$ cat src/rtl/bw_mul_pkg.sv
// Shared widths and controller state encoding for the shared-multiplier arbiter.
package bw_mul_pkg;
   localparam int OPW = 8;
   localparam int PW  = 16;

   typedef enum logic [1:0] {
      IDLE = 2'd0,
      MUL  = 2'd1,
      DONE = 2'd2
   } state_t;
endpackage

$ cat src/rtl/baughwooley8.sv
// Combinational 8x8 signed multiplier using the Baugh-Wooley partial-product array.
module baughwooley8
   import bw_mul_pkg::*;
(
   input  logic [OPW-1:0] a,
   input  logic [OPW-1:0] b,
   output logic [PW-1:0]  p
);
   logic [PW-1:0] row [OPW];

   genvar gi, gj;
   generate
      for (gi = 0; gi < OPW; gi++) begin : g_row
         logic [OPW-1:0] bits;
         for (gj = 0; gj < OPW; gj++) begin : g_bit
            // Terms mixing exactly one sign bit enter inverted.
            if ((gi == OPW-1) != (gj == OPW-1)) begin : g_inv
               assign bits[gj] = ~(a[gj] & b[gi]);
            end else begin : g_pos
               assign bits[gj] = a[gj] & b[gi];
            end
         end
         assign row[gi] = {{(PW-OPW){1'b0}}, bits} << gi;
      end
   endgenerate

   // Correction constant 2^8 + 2^15 completes the two's-complement sum.
   always_comb begin
      p = 16'h8100;
      for (int k = 0; k < OPW; k++) begin
         p = p + row[k];
      end
   end
endmodule

$ cat src/rtl/rr_arbiter.sv
// Combinational round-robin arbiter; priority starts one past ptr and wraps modulo N.
module rr_arbiter #(
   parameter int N  = 4,
   parameter int IW = (N > 1) ? $clog2(N) : 1
) (
   input  logic [N-1:0]  req,
   input  logic          en,
   input  logic [IW-1:0] ptr,
   output logic [N-1:0]  gnt,
   output logic [IW-1:0] gnt_idx
);
   int cand;

   // Scan lowest priority first so the highest-priority hit is written last.
   always_comb begin
      gnt     = '0;
      gnt_idx = '0;
      cand    = 0;
      if (en) begin
         for (int k = N; k >= 1; k--) begin
            cand = (int'(ptr) + k) % N;
            if (req[cand]) begin
               gnt       = '0;
               gnt[cand] = 1'b1;
               gnt_idx   = IW'(cand);
            end
         end
      end
   end
endmodule

$ cat src/rtl/bw_mul_arbiter.sv
// Round-robin sharing of one signed 8x8 multiplier among NREQ requesters,
// with registered operands, registered product and a valid/ready response.
module bw_mul_arbiter
   import bw_mul_pkg::*;
#(
   parameter int NREQ = 4,
   parameter int IDW  = $clog2(NREQ)
) (
   input  logic              clk,
   input  logic              rst_n,
   input  logic [NREQ-1:0]   req_valid,
   output logic [NREQ-1:0]   req_ready,
   input  logic [NREQ*8-1:0] req_x,
   input  logic [NREQ*8-1:0] req_y,
   output logic              rsp_valid,
   input  logic              rsp_ready,
   output logic [IDW-1:0]    rsp_id,
   output logic [15:0]       rsp_p
);
   state_t state_reg, state_next;

   logic [OPW-1:0] op_x_reg, op_y_reg;
   logic [IDW-1:0] id_reg, last_reg, rsp_id_reg;
   logic [PW-1:0]  rsp_p_reg;
   logic [PW-1:0]  mul_p;

   logic [OPW-1:0]  x_arr [NREQ];
   logic [OPW-1:0]  y_arr [NREQ];
   logic            window;
   logic            accept;
   logic [NREQ-1:0] gnt;
   logic [IDW-1:0]  gnt_idx;

   genvar gi;
   generate
      for (gi = 0; gi < NREQ; gi++) begin : g_unpack
         assign x_arr[gi] = req_x[gi*OPW +: OPW];
         assign y_arr[gi] = req_y[gi*OPW +: OPW];
      end
   endgenerate

   // Grants open only when no product would be lost; held shut during reset.
   assign window = rst_n && ((state_reg == IDLE) || ((state_reg == DONE) && rsp_ready));

   rr_arbiter #(
      .N  (NREQ),
      .IW (IDW)
   ) u_arb (
      .req     (req_valid),
      .en      (window),
      .ptr     (last_reg),
      .gnt     (gnt),
      .gnt_idx (gnt_idx)
   );

   assign accept    = |gnt;
   assign req_ready = gnt;

   baughwooley8 u_mul (
      .a (op_x_reg),
      .b (op_y_reg),
      .p (mul_p)
   );

   always_comb begin
      state_next = state_reg;
      case (state_reg)
         IDLE: if (accept) state_next = MUL;
         MUL:  state_next = DONE;
         DONE: if (rsp_ready) state_next = accept ? MUL : IDLE;
         default: state_next = IDLE;
      endcase
   end

   always_ff @(posedge clk) begin
      if (!rst_n) begin
         state_reg  <= IDLE;
         op_x_reg   <= '0;
         op_y_reg   <= '0;
         id_reg     <= '0;
         last_reg   <= IDW'(NREQ - 1);
         rsp_p_reg  <= '0;
         rsp_id_reg <= '0;
      end else begin
         state_reg <= state_next;
         if (accept) begin
            op_x_reg <= x_arr[gnt_idx];
            op_y_reg <= y_arr[gnt_idx];
            id_reg   <= gnt_idx;
            last_reg <= gnt_idx;
         end
         if (state_reg == MUL) begin
            rsp_p_reg  <= mul_p;
            rsp_id_reg <= id_reg;
         end
      end
   end

   assign rsp_valid = (state_reg == DONE);
   assign rsp_p     = rsp_p_reg;
   assign rsp_id    = rsp_id_reg;
endmodule
$ cat config.mk
export PLATFORM = sky130hd
export DESIGN_NAME = bw_mul_arbiter
export DESIGN_NICKNAME = d
export VERILOG_FILES = /design/src/rtl/bw_mul_pkg.sv /design/src/rtl/baughwooley8.sv /design/src/rtl/rr_arbiter.sv /design/src/rtl/bw_mul_arbiter.sv
export SDC_FILE = /design/constraint.sdc
export NUM_CORES = 1
export LEC_CHECK = 0
export ABC_CLOCK_PERIOD_IN_PS = 4520
export CAP_MARGIN = 20
export CORE_MARGIN = 4
export CORE_UTILIZATION = 45
export CTS_BUF_LIST = sky130_fd_sc_hd__clkbuf_8 sky130_fd_sc_hd__clkbuf_16
export DETAILED_ROUTE_END_ITERATION = 10
export PLACE_DENSITY = 0.87
export SETUP_SLACK_MARGIN = 0.15
export SKIP_LAST_GASP = 1
export SYNTH_ARGS = -nofsm -noshare
export SYNTH_HDL_FRONTEND = slang
export SYNTH_SLANG_ARGS = --single-unit
$ cat constraint.sdc
create_clock -name clk -period 4.52 [get_ports clk]
set_clock_uncertainty 0.05 [all_clocks]
set_input_delay 0.904 -clock clk [delete_from_list [all_inputs] [get_ports clk]]
set_output_delay 0.904 -clock clk [all_outputs]
set_load 0.02 [all_outputs]
# Word level (Yosys, flattened, before mapping)
# Index checks and enable logic that the tools add are counted.
op_classes:
  bitwise_logic: 83
  reduce_logical: 14
  eq_ne: 4
  muxes: 40
  addsub: 12
  order_cmp: 9
op_table:
  columns: ["cell", "n"]
  rows:
  - ["$and 1x1->1", 64]
  - ["$bmux 8 s2", 2]
  - ["$mux 8", 4]
  - ["$mux 4", 5]
  - ["$add 16x10->16", 1]
  - ["$add 16x11->16", 1]
  - ["$add 16x12->16", 1]
  - ["$add 16x13->16", 1]
  - ["$add 16x14->16", 1]
  - ["$add 16x15->16", 1]
  - ["$add 16x8->16 const A", 1]
  - ["$add 16x9->16", 1]
  - ["$lt 3x4->1 const B", 4]
  - ["$mux 2", 7]
  - ["$not 1->1", 14]
  - ["$mux 1", 13]
  - ["$ge 3x1->1 const B", 4]
  - ["$bmux 1 s2", 4]
  - ["$demux 1 s2", 4]
  - ["$reduce_or 2->1", 4]
  - ["$logic_and 1x1->1", 6]
  - ["$pmux 2 s3", 1]
  - ["$add 2x1->2 const B", 2]
  - ["$add 2x2->2 const B", 2]
  - ["other kinds (11)", 14]
word_totals:
  elab_cells: 169
  register_bits: 40
  input_bits: 71
  output_inout_bits: 23

# Logic depth before layout (Yosys ltp)
depth:
  ltp_word: 16
  ltp_mapped: 17
  ltp_nobuf: 16

# Cells and area by module
# A second synthesis with hierarchy kept.
hier_totals:
  cells_unflattened: 441
  area_unflattened_um2: 4291.6
by_module_without_submodules:
  columns: ["mod", "instances", "area_each_um2", "cells_per_inst", "seq_area_each_um2"]
  rows:
  - ["baughwooley8", 1, 1939.4, 212, 0.0]
  - ["bw_mul_arbiter", 1, 1906.8, 179, 800.8]
  - ["rr_arbiter", 1, 445.4, 50, 0.0]

# Worst setup path after synthesis
# No wires, ideal clock.
synth_timing:
  kind: "reg2reg"
  start: "register op_y_reg[7]"
  end: "register rsp_p_reg[15] (netlist: rsp_p[15])"
  t_arrival_ps: 4054
  t_required_ps: 4337
  path_slack_ps: 284
  period_less_slack_ps: 4236
  path_stages_with_launch: 15
  path_buffers: 1
  setup_ps: 133
  cell_sequence: "dfxtp_1 clkbuf_1 nand2_1 fa_1 fa_1 fa_1 fa_1 ha_1 a21o_1 a211oi_1 o21ba_2 nand2_1 a41oi_1 xnor2_1 a21oi_1"
synth_via:
  elab_chain_len: 3
  word_cells_on_any_way: 16
  cone_classes: "add/sub (1); bitwise (15)"
synth_rtl:
  columns: ["item", "line_no", "rtl"]
  rows:
  - ["from (decl)", "bw_mul_arbiter.sv:22", "logic [OPW-1:0] op_x_reg, op_y_reg;"]
  - ["from (signal assigned)", "bw_mul_arbiter.sv:88", "op_y_reg <= y_arr[gnt_idx];"]
  - ["$and 1x1->1", "baughwooley8.sv:18", "assign bits[gj] = ~(a[gj] & b[gi]);"]
  - ["$not 1->1", "baughwooley8.sv:18", null]
  - ["$add 16x15->16 *", "baughwooley8.sv:31", "p = p + row[k];"]
  - ["to (signal assigned)", "bw_mul_arbiter.sv:93", "rsp_p_reg <= mul_p;"]
  - ["to (decl)", "bw_mul_arbiter.sv:24", "logic [PW-1:0] rsp_p_reg;"]
# Every way passes the cells marked *; elsewhere a longest branch is shown, timed or not.
# A chain may end at the register's enable or synchronous reset.

# Worst setup path after layout
layout_timing:
  start: "register op_x_reg[0]"
  end: "register rsp_p_reg[15] (netlist: rsp_p[15])"
layout_via:
  elab_chain_len: 9
  word_cells_on_any_way: 17
  cone_classes: "add/sub (8); bitwise (9)"
layout_rtl:
  columns: ["item", "line_no", "rtl"]
  rows:
  - ["from (decl)", "bw_mul_arbiter.sv:22", null]
  - ["from (signal assigned)", "bw_mul_arbiter.sv:87", "op_x_reg <= x_arr[gnt_idx];"]
  - ["$and 1x1->1", "baughwooley8.sv:20", "assign bits[gj] = a[gj] & b[gi];"]
  - ["$add 16x8->16", "baughwooley8.sv:31", null]
  - ["$add 16x9->16", "baughwooley8.sv:31", null]
  - ["$add 16x10->16", "baughwooley8.sv:31", null]
  - ["$add 16x11->16", "baughwooley8.sv:31", null]
  - ["$add 16x12->16", "baughwooley8.sv:31", null]
  - ["$add 16x13->16", "baughwooley8.sv:31", null]
  - ["$add 16x14->16", "baughwooley8.sv:31", null]
  - ["$add 16x15->16 *", "baughwooley8.sv:31", null]
# Marked as above.

==> parameters.txt <==
Parameter                              Value

Timing
  Number of endpoints failing setup at the final stage ... 0
  Achievable clock frequency ... 231 MHz
  Unrepaired setup endpoints after global routing ... yes
  Period utilisation layout ... ~96%
  Endpoints failing hold ... 0
  Total Neg Setup Slack ... 0 ns
  Final min period ... between 4 and 5 ns
  Slew @ Worst Pin ... about 0.86 ns
  Final max-slew violation count ... 0
  WHS ... ~0.4 ns
  Worst slew margin relative to its limit ... 42.7%

Run
  Count of maximum capacitance violations ... 0

Critical path
  Worst path bufs/invs ... 0
  Critical-path top delay cell ... fa_1
  Setup crit end kind ... flip-flop
  Crit path top cell by count ... fa_1
  WS Path Type ... reg -> reg
  Reg-to-Reg Start ... op_x_reg[0]$_SDFFE_PN0P_
  Largest fanout on the critical path ... 9
  Reg-to-reg setup timing slack ... 0.18 ns
  Critical path arrival ... roughly 4.5 ns
  Worst R2R Path Depth ... 14
  Crit path max-delay family ... adder cells
  Startpoint Class ... flip-flop
  Crit path largest cell delay ... about 0.52 ns
  Startpoint of the worst setup timing path ... op_x_reg[0]$_SDFFE_PN0P_
  Data required time at the worst endpoint ... 4.65 ns
  Critical-path cell list ... and2_1 -> fa_1 -> fa_1 -> fa_1 -> ha_1 -> ha_2 -> fa_2 -> a21o_1 -> a211oi_2 -> o21ba_2 -> nand2_1 -> a41oi_2 -> xnor2_1 -> a21oi_1
  Reg2reg end ... rsp_p[15]$_SDFFE_PN0N_

GRT
  Pin count of the biggest net entering global routing ... 40
  Via count of the first global-routing pass ... 3822
  Global Route Usage Sum ... a little under a fifth
  GR Overflow Total ... 0
  Global-route wire length before repair ... roughly 17000 µm
  Number of antenna violations at the first check in global routing ... 0

Floorplanning
  Area enclosed by the die boundary ... 11300 µm²
  Site Rows ... 35
  Die Width ... around 110 µm
  Die Height ... between 100 and 150 µm
  # IOs ... 94
  Area of the core region ... between 9000 and 10000 µm²
  Starting density of the core ... 46.7%

Yosys
  Dominant register cell in the synthesized netlist ... dfxtp_1
  Simple logic cell fraction of the synthesized area ... a little under a fifth
  Seq/Total Area, Yosys ... around 18%
  Synthesized Nets ... roughly 620
  Leading post-synthesis cells by cell area ... dfxtp_1 18%, fa_1 17%, ha_1 11%
  Warnings, synthesis ... 0
  Netlist area before placement ... 4360 µm²
  Number of enable flip-flop cells after synthesis ... 0
  Mux contribution to synthesized area ... roughly 15%
  Arithmetic-cell share of the synthesized area counting full adders, half adders and majority gates ... roughly 29%
  Post-synthesis cell type count ... 44
  Largest area contributor in the synthesized netlist ... dfxtp_1
  Syn Inst Count ... around 470
  Compound-cell area share of the yosys netlist ... a little under an eighth
  Largest family of logic cells by synthesized area ... adder cells
  FF+latch count, synth ... 40
  Synth Area per Inst ... slightly above 9 µm²
  Area share of xor/xnor cells in the synthesized design ... between 1 and 1.5%
  Share of synthesized registers carrying an async set or reset ... 0%
  Top cell type's share of synthesized area ... 18.4%

Detailed routing
  Number of detailed-routing iterations run before antenna repair ... 4
  Remaining number of nets flagged by the antenna check after routing ... 0
  Wire length after detailed routing ... 10600 µm
  Total DRC errors in the routed layout ... 0
  Post-detailed-route via-to-cell ratio ... around 5.3
  Routed length per placed instance ... 15.2 µm
  Total number of vias ... 3670
  Violation count after the first detailed-route iteration ... roughly 160

CTS
  Buffers inserted during post-CTS setup optimization ... 0
  Number of clock sinks ... 40
  TritonCTS clock tree ... yes
  Deepest level of the CTS H-tree ... 2
  Later-pin clock latency in the skew report ... around 0.29 ns
  Clock root buffer master ... clkbuf_8
  Clock Pin Slew Worst Setup and Hold Paths ... approximately 0.090 ns
  Number of buffers created by CTS ... 5
  Maximum number of buffers from clock root to sink ... 2

Power
  Leakage ... between 2 and 2.5 nW
  Peak VDD IR ... between 0.5 and 0.6 mV
  Cell area power density ... 708 nW/µm²

Final layout
  Final core area utilization ... between 60% and 70%
  Ant. Diodes ... 0
  Final #Nets ... approximately 700
  Share of cells above drive strength 1 ... 16.0%
  Relative area change from synthesis to final layout ... 30.3%
  Filler instances ... 793
  Post-route design area ... 5680 µm²
  Max reg flops ... 16

Place
  Placed instance area ... ~5500 µm²
  Global placement routability congestion ... 0.897
  Post-detail-place hpwl ... approximately 8200 µm
  Count of input and output buffers ... 93

Status
  Run status ... complete, no violations

Worst hold path
  Hold path depth ... 2
  End point of the worst hold path ... rsp_p[10]$_SDFFE_PN0N_
  Worst hold path startpoint ... rsp_p[10]$_SDFFE_PN0N_
  Worst hold-check path type ... reg -> reg
## worst min-delay path, stage by stage, from the launching register on
cell and delay, ns:
dfxtp_1 0.32, nand2_1 0.05, a21oi_1 0.05
## cells in the final DEF, fill, tap and decap left out, types with 5 or more instances in the layout
cell type / instances
ha_1: 35
and2_1: 41
clkdlybuf4s50_1: 90
dfxtp_4: 6
dfxtp_1: 30
inv_1: 38
buf_4: 16
mux2_2: 16
a21oi_1: 26
nand2_1: 54
nor2_1: 15
mux2i_1: 40
fa_1: 36
clkbuf_8: 5
o21ai_0: 11
nand3_1: 13
o21ai_1: 8
o21ai_2: 10
nand3_2: 10
## metal layers
metal  share of wire (%)  track usage [%]  wire, µm  vias to the layer above
li1                    -                -         -                     1788
met1                  40             21.9      4280                     1745
met2                  54             34.2      5710                      119
met3                 4.4             3.22       471                       18
met4                 1.4             3.74       148                        0
met5                   0                0         0                        -
## logic make-up after synthesis
group / count (synthesis)
compound gates: 75
mux: 60
fa+ha+maj: 77
xor+xnor: 7
buf+inv: 62
simple gates: 153
flops: 40
## per-stage QoR
step | setup WS (ns) | power (mW) | cells
after floorplan | 0.284 | 2.71 | 474
after global placement | 0.164 | 3.27 | 690
after detailed placement | 0.0655 | 3.37 | 690
after CTS | 0.127 | 3.74 | 698
after global routing | 0.0288 | 4.36 | 698
final | 0.182 | 4.02 | 698
## cell usage after synthesis, types with 3 or more instances
cell      number
buf_2          4
nand3_1       13
o21ai_2       10
nand3_2       10
and2_1        41
a211oi_1       3
mux2i_1       40
nand2b_1       3
o21ai_1        5
nor2_1        15
dfxtp_1       40
nor2b_1        4
mux2_2        16
a21oi_1       27
xnor2_1        4
nand2_1       54
a21o_1         4
inv_1         39
clkbuf_1      12
xor2_1         3
buf_1          3
nor3_1         3
fa_1          38
nand3b_1       4
mux4_2         4
o21ai_0       14
ha_1          39
## power breakdown
part	switching [mW]	total [mW]	internal [mW]
clock	0.137	0.304	0.166
sequential	0.109	0.583	0.474
combinational	1.71	3.13	1.43
## how the worst max path moves through the flow
stage,endpoint,slack (ns),depth (start not counted)
after floorplan,rsp_p[15]$_SDFFE_PN0N_,0.28,14
after global placement,rsp_p[15]$_SDFFE_PN0N_,0.16,14
after detailed placement,rsp_p[15]$_SDFFE_PN0N_,0.07,14
after CTS,rsp_p[15]$_SDFFE_PN0N_,0.13,14
after global routing,rsp_p[15]$_SDFFE_PN0N_,0.03,14
final,rsp_p[15]$_SDFFE_PN0N_,0.18,14
## final cells by class
| type | count | area, µm² | area share, % |
|---|---|---|---|
| Inverter | 39 | 146 | 2.58 |
| Clock inverter | 3 | 46.3 | 0.815 |
| Timing Repair Buffer | 110 | 1070 | 18.9 |
| Clock buffer | 5 | 68.8 | 1.21 |
| Tap cell | 129 | 161 | 2.84 |
| Multi-Input combinational cell | 372 | 3350 | 59.0 |
| Sequential cell | 40 | 828 | 14.6 |
## repair_timing
item | in CTS | in global routing
gates resized for setup | 10 | 22
pin swaps | 0 | 4
endpoints found under the setup margin | 4 | 7
hold buffers | 0 | 0
Power figures use the tool's default switching activity.
